==> config.mk <==
export PLATFORM = sky130hd
export DESIGN_NAME = bus_access_sequencer
export DESIGN_NICKNAME = d
export VERILOG_FILES = /design/src/rtl/v30mz_pkg.sv /design/src/rtl/physical_address_calculator.sv /design/src/rtl/bus_access_sequencer.sv
export SDC_FILE = /design/constraint.sdc
export NUM_CORES = 1
export LEC_CHECK = 0
export ABC_AREA = 1
export CAP_MARGIN = 0
export CORE_MARGIN = 2
export CORE_UTILIZATION = 36
export DETAILED_ROUTE_END_ITERATION = 10
export SETUP_SLACK_MARGIN = 0.4
export SYNTH_ARGS = -nofsm -noshare
export SYNTH_HDL_FRONTEND = slang
export SYNTH_SLANG_ARGS = --single-unit
==> constraint.sdc <==
create_clock -name clk -period 5.8 [get_ports clk]
set_clock_uncertainty 0.15 [all_clocks]
set_input_delay 1.16 -clock clk [delete_from_list [all_inputs] [get_ports clk]]
set_output_delay 1.16 -clock clk [all_outputs]
set_load 0.1 [all_outputs]
==> src/rtl/v30mz_pkg.sv <==
//------------------------------------------------------------------------------
// Module   : v30mz_pkg
// Purpose  : Shared types and constants for the bus access sequencer.
// Revision : 1.0
//------------------------------------------------------------------------------
`default_nettype none

package v30mz_pkg;

  typedef enum logic [1:0] {
    S_IDLE  = 2'd0,
    S_XFER1 = 2'd1,
    S_XFER2 = 2'd2,
    S_RESP  = 2'd3
  } bas_state_t;

  typedef enum logic {
    OWN_EU = 1'b0,
    OWN_PF = 1'b1
  } bas_owner_t;

  localparam logic [1:0] BE_WORD = 2'b11;
  localparam logic [1:0] BE_LO   = 2'b01;
  localparam logic [1:0] BE_HI   = 2'b10;

  // Prefetch forms CS:IP using only the displacement term.
  localparam logic [2:0] PF_FACTORS = 3'b001;

  function automatic logic [1:0] first_be(input logic odd, input logic word);
    if (odd) return BE_HI;
    else if (word) return BE_WORD;
    else return BE_LO;
  endfunction

  function automatic logic [15:0] first_lanes(input logic odd, input logic word,
                                              input logic [15:0] data);
    if (odd) return {data[7:0], 8'h00};
    else if (word) return data;
    else return {8'h00, data[7:0]};
  endfunction

endpackage

`default_nettype wire

==> src/rtl/physical_address_calculator.sv <==
//------------------------------------------------------------------------------
// Module   : physical_address_calculator
// Purpose  : {segment,4'h0} plus the enabled base/index/disp terms, mod 2^20.
// Revision : 1.0
//------------------------------------------------------------------------------
`default_nettype none

module physical_address_calculator (
  input  logic [15:0] segment_i,
  input  logic [15:0] base_i,
  input  logic [15:0] index_i,
  input  logic [15:0] disp_i,
  input  logic [2:0]  factors_i,
  output logic [19:0] addr_o
);

  logic [19:0] base_term;
  logic [19:0] index_term;
  logic [19:0] disp_term;

  assign base_term  = factors_i[2] ? {4'h0, base_i}  : 20'h0_0000;
  assign index_term = factors_i[1] ? {4'h0, index_i} : 20'h0_0000;
  assign disp_term  = factors_i[0] ? {4'h0, disp_i}  : 20'h0_0000;

  assign addr_o = {segment_i, 4'h0} + base_term + index_term + disp_term;

endmodule

`default_nettype wire

==> src/rtl/bus_access_sequencer.sv <==
//------------------------------------------------------------------------------
// Module   : bus_access_sequencer
// Purpose  : Arbitrates EU/PF accesses onto the 16-bit bus, splitting odd words.
// Revision : 1.0
//------------------------------------------------------------------------------
`default_nettype none

module bus_access_sequencer
  import v30mz_pkg::*;
#(
  parameter int unsigned STARVE_LIMIT = 4
) (
  input  logic        clk,
  input  logic        reset_n,
  input  logic        eu_req,
  input  logic        eu_we,
  input  logic        eu_word,
  input  logic [2:0]  eu_factors,
  input  logic [15:0] eu_segment,
  input  logic [15:0] eu_base,
  input  logic [15:0] eu_index,
  input  logic [15:0] eu_disp,
  input  logic [15:0] eu_wdata,
  output logic        eu_ack,
  output logic [15:0] eu_rdata,
  input  logic        pf_req,
  input  logic [15:0] pf_segment,
  input  logic [15:0] pf_offset,
  input  logic        pf_flush,
  output logic        pf_ack,
  output logic [15:0] pf_rdata,
  output logic        bus_req,
  output logic [19:0] bus_addr,
  output logic        bus_we,
  output logic [1:0]  bus_be,
  output logic [15:0] bus_wdata,
  input  logic        bus_ready,
  input  logic [15:0] bus_rdata,
  output logic        busy
);

  localparam logic [3:0] STARVE_MAX = 4'(STARVE_LIMIT);

  bas_state_t  state_q;
  bas_owner_t  owner_q;
  logic [19:0] addr_q;
  logic        word_q;
  logic        we_q;
  logic [15:0] wdata_q;
  logic [7:0]  lo_q;
  logic        flush_q;
  logic [3:0]  starve_q;
  logic        bus_req_q;
  logic [19:0] bus_addr_q;
  logic        bus_we_q;
  logic [1:0]  bus_be_q;
  logic [15:0] bus_wdata_q;
  logic        eu_ack_q;
  logic [15:0] eu_rdata_q;
  logic        pf_ack_q;
  logic [15:0] pf_rdata_q;

  logic        eu_v;
  logic        pf_v;
  logic        grant_pf;
  logic        grant_word;
  logic        grant_we;
  logic [15:0] grant_wdata;
  logic [15:0] calc_seg;
  logic [15:0] calc_base;
  logic [15:0] calc_index;
  logic [15:0] calc_disp;
  logic [2:0]  calc_factors;
  logic [19:0] calc_addr;
  logic        last_beat;
  logic        flushed;
  logic [15:0] done_rdata;

  assign eu_v     = eu_req;
  assign pf_v     = pf_req & ~pf_flush;
  assign grant_pf = pf_v & (~eu_v | (starve_q == STARVE_MAX));

  assign grant_word  = grant_pf ? 1'b1  : eu_word;
  assign grant_we    = grant_pf ? 1'b0  : eu_we;
  assign grant_wdata = grant_pf ? 16'h0 : eu_wdata;

  assign calc_seg     = grant_pf ? pf_segment : eu_segment;
  assign calc_base    = grant_pf ? 16'h0      : eu_base;
  assign calc_index   = grant_pf ? 16'h0      : eu_index;
  assign calc_disp    = grant_pf ? pf_offset  : eu_disp;
  assign calc_factors = grant_pf ? PF_FACTORS : eu_factors;

  physical_address_calculator u_pac (
    .segment_i (calc_seg),
    .base_i    (calc_base),
    .index_i   (calc_index),
    .disp_i    (calc_disp),
    .factors_i (calc_factors),
    .addr_o    (calc_addr)
  );

  // The only XFER1 completion that does not finish the access is an odd word.
  assign last_beat = bus_ready &
                     (((state_q == S_XFER1) & ~(addr_q[0] & word_q)) |
                      (state_q == S_XFER2));
  assign flushed   = flush_q | pf_flush;

  always_comb begin
    done_rdata = {8'h00, bus_rdata[7:0]};
    if (state_q == S_XFER2)  done_rdata = {bus_rdata[7:0], lo_q};
    else if (addr_q[0])      done_rdata = {8'h00, bus_rdata[15:8]};
    else if (word_q)         done_rdata = bus_rdata;
  end

  always_ff @(posedge clk or negedge reset_n) begin
    if (!reset_n) begin
      state_q     <= S_IDLE;
      owner_q     <= OWN_EU;
      addr_q      <= '0;
      word_q      <= 1'b0;
      we_q        <= 1'b0;
      wdata_q     <= '0;
      lo_q        <= '0;
      flush_q     <= 1'b0;
      starve_q    <= '0;
      bus_req_q   <= 1'b0;
      bus_addr_q  <= '0;
      bus_we_q    <= 1'b0;
      bus_be_q    <= '0;
      bus_wdata_q <= '0;
      eu_ack_q    <= 1'b0;
      eu_rdata_q  <= '0;
      pf_ack_q    <= 1'b0;
      pf_rdata_q  <= '0;
    end else begin
      eu_ack_q <= 1'b0;
      pf_ack_q <= 1'b0;
      case (state_q)
        S_IDLE: begin
          flush_q <= 1'b0;
          if (eu_v || pf_v) begin
            owner_q     <= grant_pf ? OWN_PF : OWN_EU;
            addr_q      <= calc_addr;
            word_q      <= grant_word;
            we_q        <= grant_we;
            wdata_q     <= grant_wdata;
            bus_req_q   <= 1'b1;
            bus_addr_q  <= calc_addr;
            bus_we_q    <= grant_we;
            bus_be_q    <= first_be(calc_addr[0], grant_word);
            bus_wdata_q <= grant_we ? first_lanes(calc_addr[0], grant_word, grant_wdata) : 16'h0;
            if (grant_pf)
              starve_q <= '0;
            else if (pf_req && (starve_q != STARVE_MAX))
              starve_q <= starve_q + 4'd1;
            state_q     <= S_XFER1;
          end
        end
        S_XFER1, S_XFER2: begin
          if ((owner_q == OWN_PF) && pf_flush) flush_q <= 1'b1;
          if (last_beat) begin
            bus_req_q   <= 1'b0;
            bus_addr_q  <= '0;
            bus_we_q    <= 1'b0;
            bus_be_q    <= '0;
            bus_wdata_q <= '0;
            if (owner_q == OWN_PF) begin
              pf_ack_q   <= ~flushed;
              pf_rdata_q <= done_rdata;
            end else begin
              eu_ack_q   <= 1'b1;
              eu_rdata_q <= done_rdata;
            end
            state_q <= S_RESP;
          end else if (bus_ready) begin
            lo_q        <= bus_rdata[15:8];
            bus_addr_q  <= addr_q + 20'd1;
            bus_be_q    <= BE_LO;
            bus_wdata_q <= we_q ? {8'h00, wdata_q[15:8]} : 16'h0;
            state_q     <= S_XFER2;
          end
        end
        S_RESP:  state_q <= S_IDLE;
        default: state_q <= S_IDLE;
      endcase
    end
  end

  assign eu_ack    = eu_ack_q;
  assign eu_rdata  = eu_rdata_q;
  // A flush arriving during RESP still cancels the prefetch acknowledge.
  assign pf_ack    = pf_ack_q & ~pf_flush;
  assign pf_rdata  = pf_rdata_q;
  assign bus_req   = bus_req_q;
  assign bus_addr  = bus_addr_q;
  assign bus_we    = bus_we_q;
  assign bus_be    = bus_be_q;
  assign bus_wdata = bus_wdata_q;
  assign busy      = (state_q != S_IDLE);

endmodule

`default_nettype wire

==> out/metrics.cfg <==
[synthesis]
synthArstFlopShare=1.00
yosysWarnings=0
syn_avg_cell_area_um2=7.21
synth.top_cell.area_share=0.371
synth.most_common_cell=nand2_1
synth_edf_count=0
synth_area_um2=8100
synth-main-ff-cell=dfrtp_1
yosysTopAreaCell=dfrtp_1
synth.area.top_cells=dfrtp_1 37%, nand2_1 18%, fa_1 7.2%
synth.distinct_cells=40
synthCells=1124
synth_commonest_cells=396 x nand2_1, 139 x inv_1, 120 x dfrtp_1
ys_seq_area_frac=0.371
ys_ff_latch=120
synth_nets=1319

[placement]
gp_congestion=0.892
port_buffers=213
dp_cells=1588
dp_hpwl_mm=18.8

[layout]
fillers=2182
final_net_count=1522
multi_input_area_um2=4390
drive_gt1_frac=0.0530
area_growth_pct=36.5
final_core_util=0.504
insertedDiodeCount=0
final_cells=1620
seqCellArea_um2=3000

[global_route]
grt_max_degree=79
track_usage=0.210
grt_pass1_wl_mm=39.9
grt_pass1_vias=7914
gr-total-overflow=0
grt_antenna_before_repair=0

[worst_setup_path]
critPathTopFamily=adder cells
cp.arrival_ns=5.23
worstPathCellList=clkdlybuf4s50_1 > nor2_1 > nand2_2 > buf_4 > nand2_1 > inv_1 > nand2_1 > fa_1 > inv_1 > ha_1 > ha_1 > fa_1 > nand2_1 > nand3_1 > nand3_1 > nand2_1 > nand2_1 > nand2_1 > nand2_1 > inv_1 > nor2_1 > nand2_1 > a21boi_0
reg2regPathDepth=25
worstPathRequired_ns=5.97
r2r_setup_slack_ns=1.28
critPathKind=in -> reg
r2r-end=bus_addr[14]
start_kind=input port
cpPeakStageDelay_ns=0.53
timing.rr.start=starve_q[0]
cp_slowest_cell=fa_1
cpMostUsedCell=nand2_1
path_buf_inv=5
critPathMaxFanout=37
cp-end-kind=flip-flop

[route]
routed_via_density=4.91
wl_per_cell_um=15.0
vias=7948
drt-initial-drc-count=566
drc_errors=0
first_pass_iters=5
antenna_left=0
wl_mm=24.2

[sta]
drv_slew=0
maxSlewHeadroom=0.302
tightestPinTransition_ns=1.04
setup_tns_ns=0
setup_violations=0
rsz0062_at_grt=false
fin_crit_sh=0.873
hold_violations=0
fin_crit_ns=5.06
fmax_ghz=0.197

[hold_path]
hp-start=flush_q
hold_end=pf_ack_q
holdCritPathClass=reg -> reg
holdPathStages=1

[power_and_ir_drop]
comb_power_share=0.644
internal_power_mw=3.01
p_switching_mw=4.02
power_density_nw_per_um2=636
p_seq_frac=0.214
switching_share=0.571
power_mw=7.03
p_leak_nw=5.48
clkPwrFrac=0.142
peakVddDrop_mv=0.370

[clock_network]
htreeDepth=4
insertion_delay_ns=0.42
post_cts_buffers=0
path_clk_slew_ns=0.06
clock_sinks=120
cts_buffer_depth=2
cts-root-buf=clkbuf_16
cts_tree=yes
cts_buffers=17

[die]
die_area_um2=23700
num_rows=54
start_util=0.369
coreArea_um2=22000
die_y_um=154
die_width_um=154
ios=214

[run]
max_cap_violations=0

[status]
status=completed

## registers in the layout, summed over array words and instances, names as in the netlist, 2 cells and up
name and cells:
lo_q 8, state_q 2, eu_rdata 16, starve_q 4, addr_q 20, bus_addr 20
pf_rdata 16, wdata_q 8, bus_wdata 16, bus_be 2
## timing repair
action	in CTS	in global routing
hold buffers	0	0
gates resized for setup	0	1
endpoints found under the setup margin	0	1
## worst max path at each step
stage               startpoint  slack [ns]            to  depth (start not counted)
finish                pf_flush        0.74  bus_addr[14]                         23
global route          pf_flush        0.43  bus_addr[14]                         23
CTS                   pf_flush        0.69  bus_addr[14]                         21
detailed placement    pf_flush        0.31  bus_addr[14]                         21
global placement      pf_flush        0.32  bus_addr[14]                         22
floorplan               pf_req        1.01   bus_addr[7]                         19
## cells by family after synthesis
group,after synthesis,share of synthesized area
fa+ha+maj,56,0.113
compound gates,163,0.108
buf+inv,186,0.0891
flops,120,0.371
mux,9,0.0124
xor+xnor,10,0.0108
simple gates,580,0.295
## metrics by stage
| step | setup slack [ns] | hold WS (ns) | area, um^2 |
|---|---|---|---|
| final | 0.735 | 0.275 | 11100 |
| after global routing | 0.434 | 0.309 | 11100 |
| after CTS | 0.686 | 0.277 | 11100 |
| after detailed placement | 0.306 | 0.268 | 10500 |
| after global placement | 0.321 | 0.260 | 10500 |
| after floorplan | 1.01 | 0.252 | 8100 |
## area by class of cell
cell class	count	share of cell area
Timing Repair Buffer	222	0.199
Multi-Input combinational cell	818	0.397
Clock buffer	17	0.0385
Clock inverter	15	0.0123
Sequential cell	120	0.271
Tap cell	280	0.0317
Inverter	148	0.0506
## power groups by stage
| stage | combinational (mW) | sequential (mW) | clock [mW] |
|---|---|---|---|
| after floorplan | 1.82 | 3.03 | 0 |
| after global placement | 4.52 | 1.51 | 0 |
| after detailed placement | 4.54 | 1.51 | 0 |
| after CTS | 4.56 | 1.50 | 1.02 |
| after global routing | 4.91 | 1.56 | 1.06 |
| final | 4.53 | 1.50 | 0.999 |
## routing by layer
| metal | vias up | GRT usage | share of wire |
|---|---|---|---|
| met2 | 194 | 0.367 | 0.49 |
| met1 | 3761 | 0.272 | 0.45 |
| met4 | 0 | 0.0512 | 0.016 |
| li1 | 3970 | - | - |
| met3 | 23 | 0.0369 | 0.046 |
| met5 | - | 0 | 0 |
## placed cells by master (no fill, tap or decap), types with 3 or more instances in the layout
| cell | instances |
|---|---|
| nand2_1 | 395 |
| clkdlybuf4s50_1 | 212 |
| inv_1 | 139 |
| dfrtp_1 | 120 |
| o21ai_0 | 100 |
| nand3_1 | 96 |
| nor2_1 | 53 |
| a21oi_1 | 38 |
| fa_1 | 29 |
| ha_1 | 27 |
| clkbuf_16 | 17 |
| buf_4 | 10 |
| nand4_1 | 9 |
| inv_2 | 8 |
| nor3_1 | 8 |
| mux2_2 | 8 |
| a2bb2oi_1 | 8 |
| xnor2_1 | 6 |
| or2_2 | 5 |
| clkinv_4 | 5 |
| xor2_1 | 4 |
| inv_6 | 4 |
| inv_8 | 4 |
| o21ai_1 | 3 |
| nor2_4 | 3 |
| nand3b_1 | 3 |
| o21a_1 | 3 |
(Power assumes the default switching activity.)
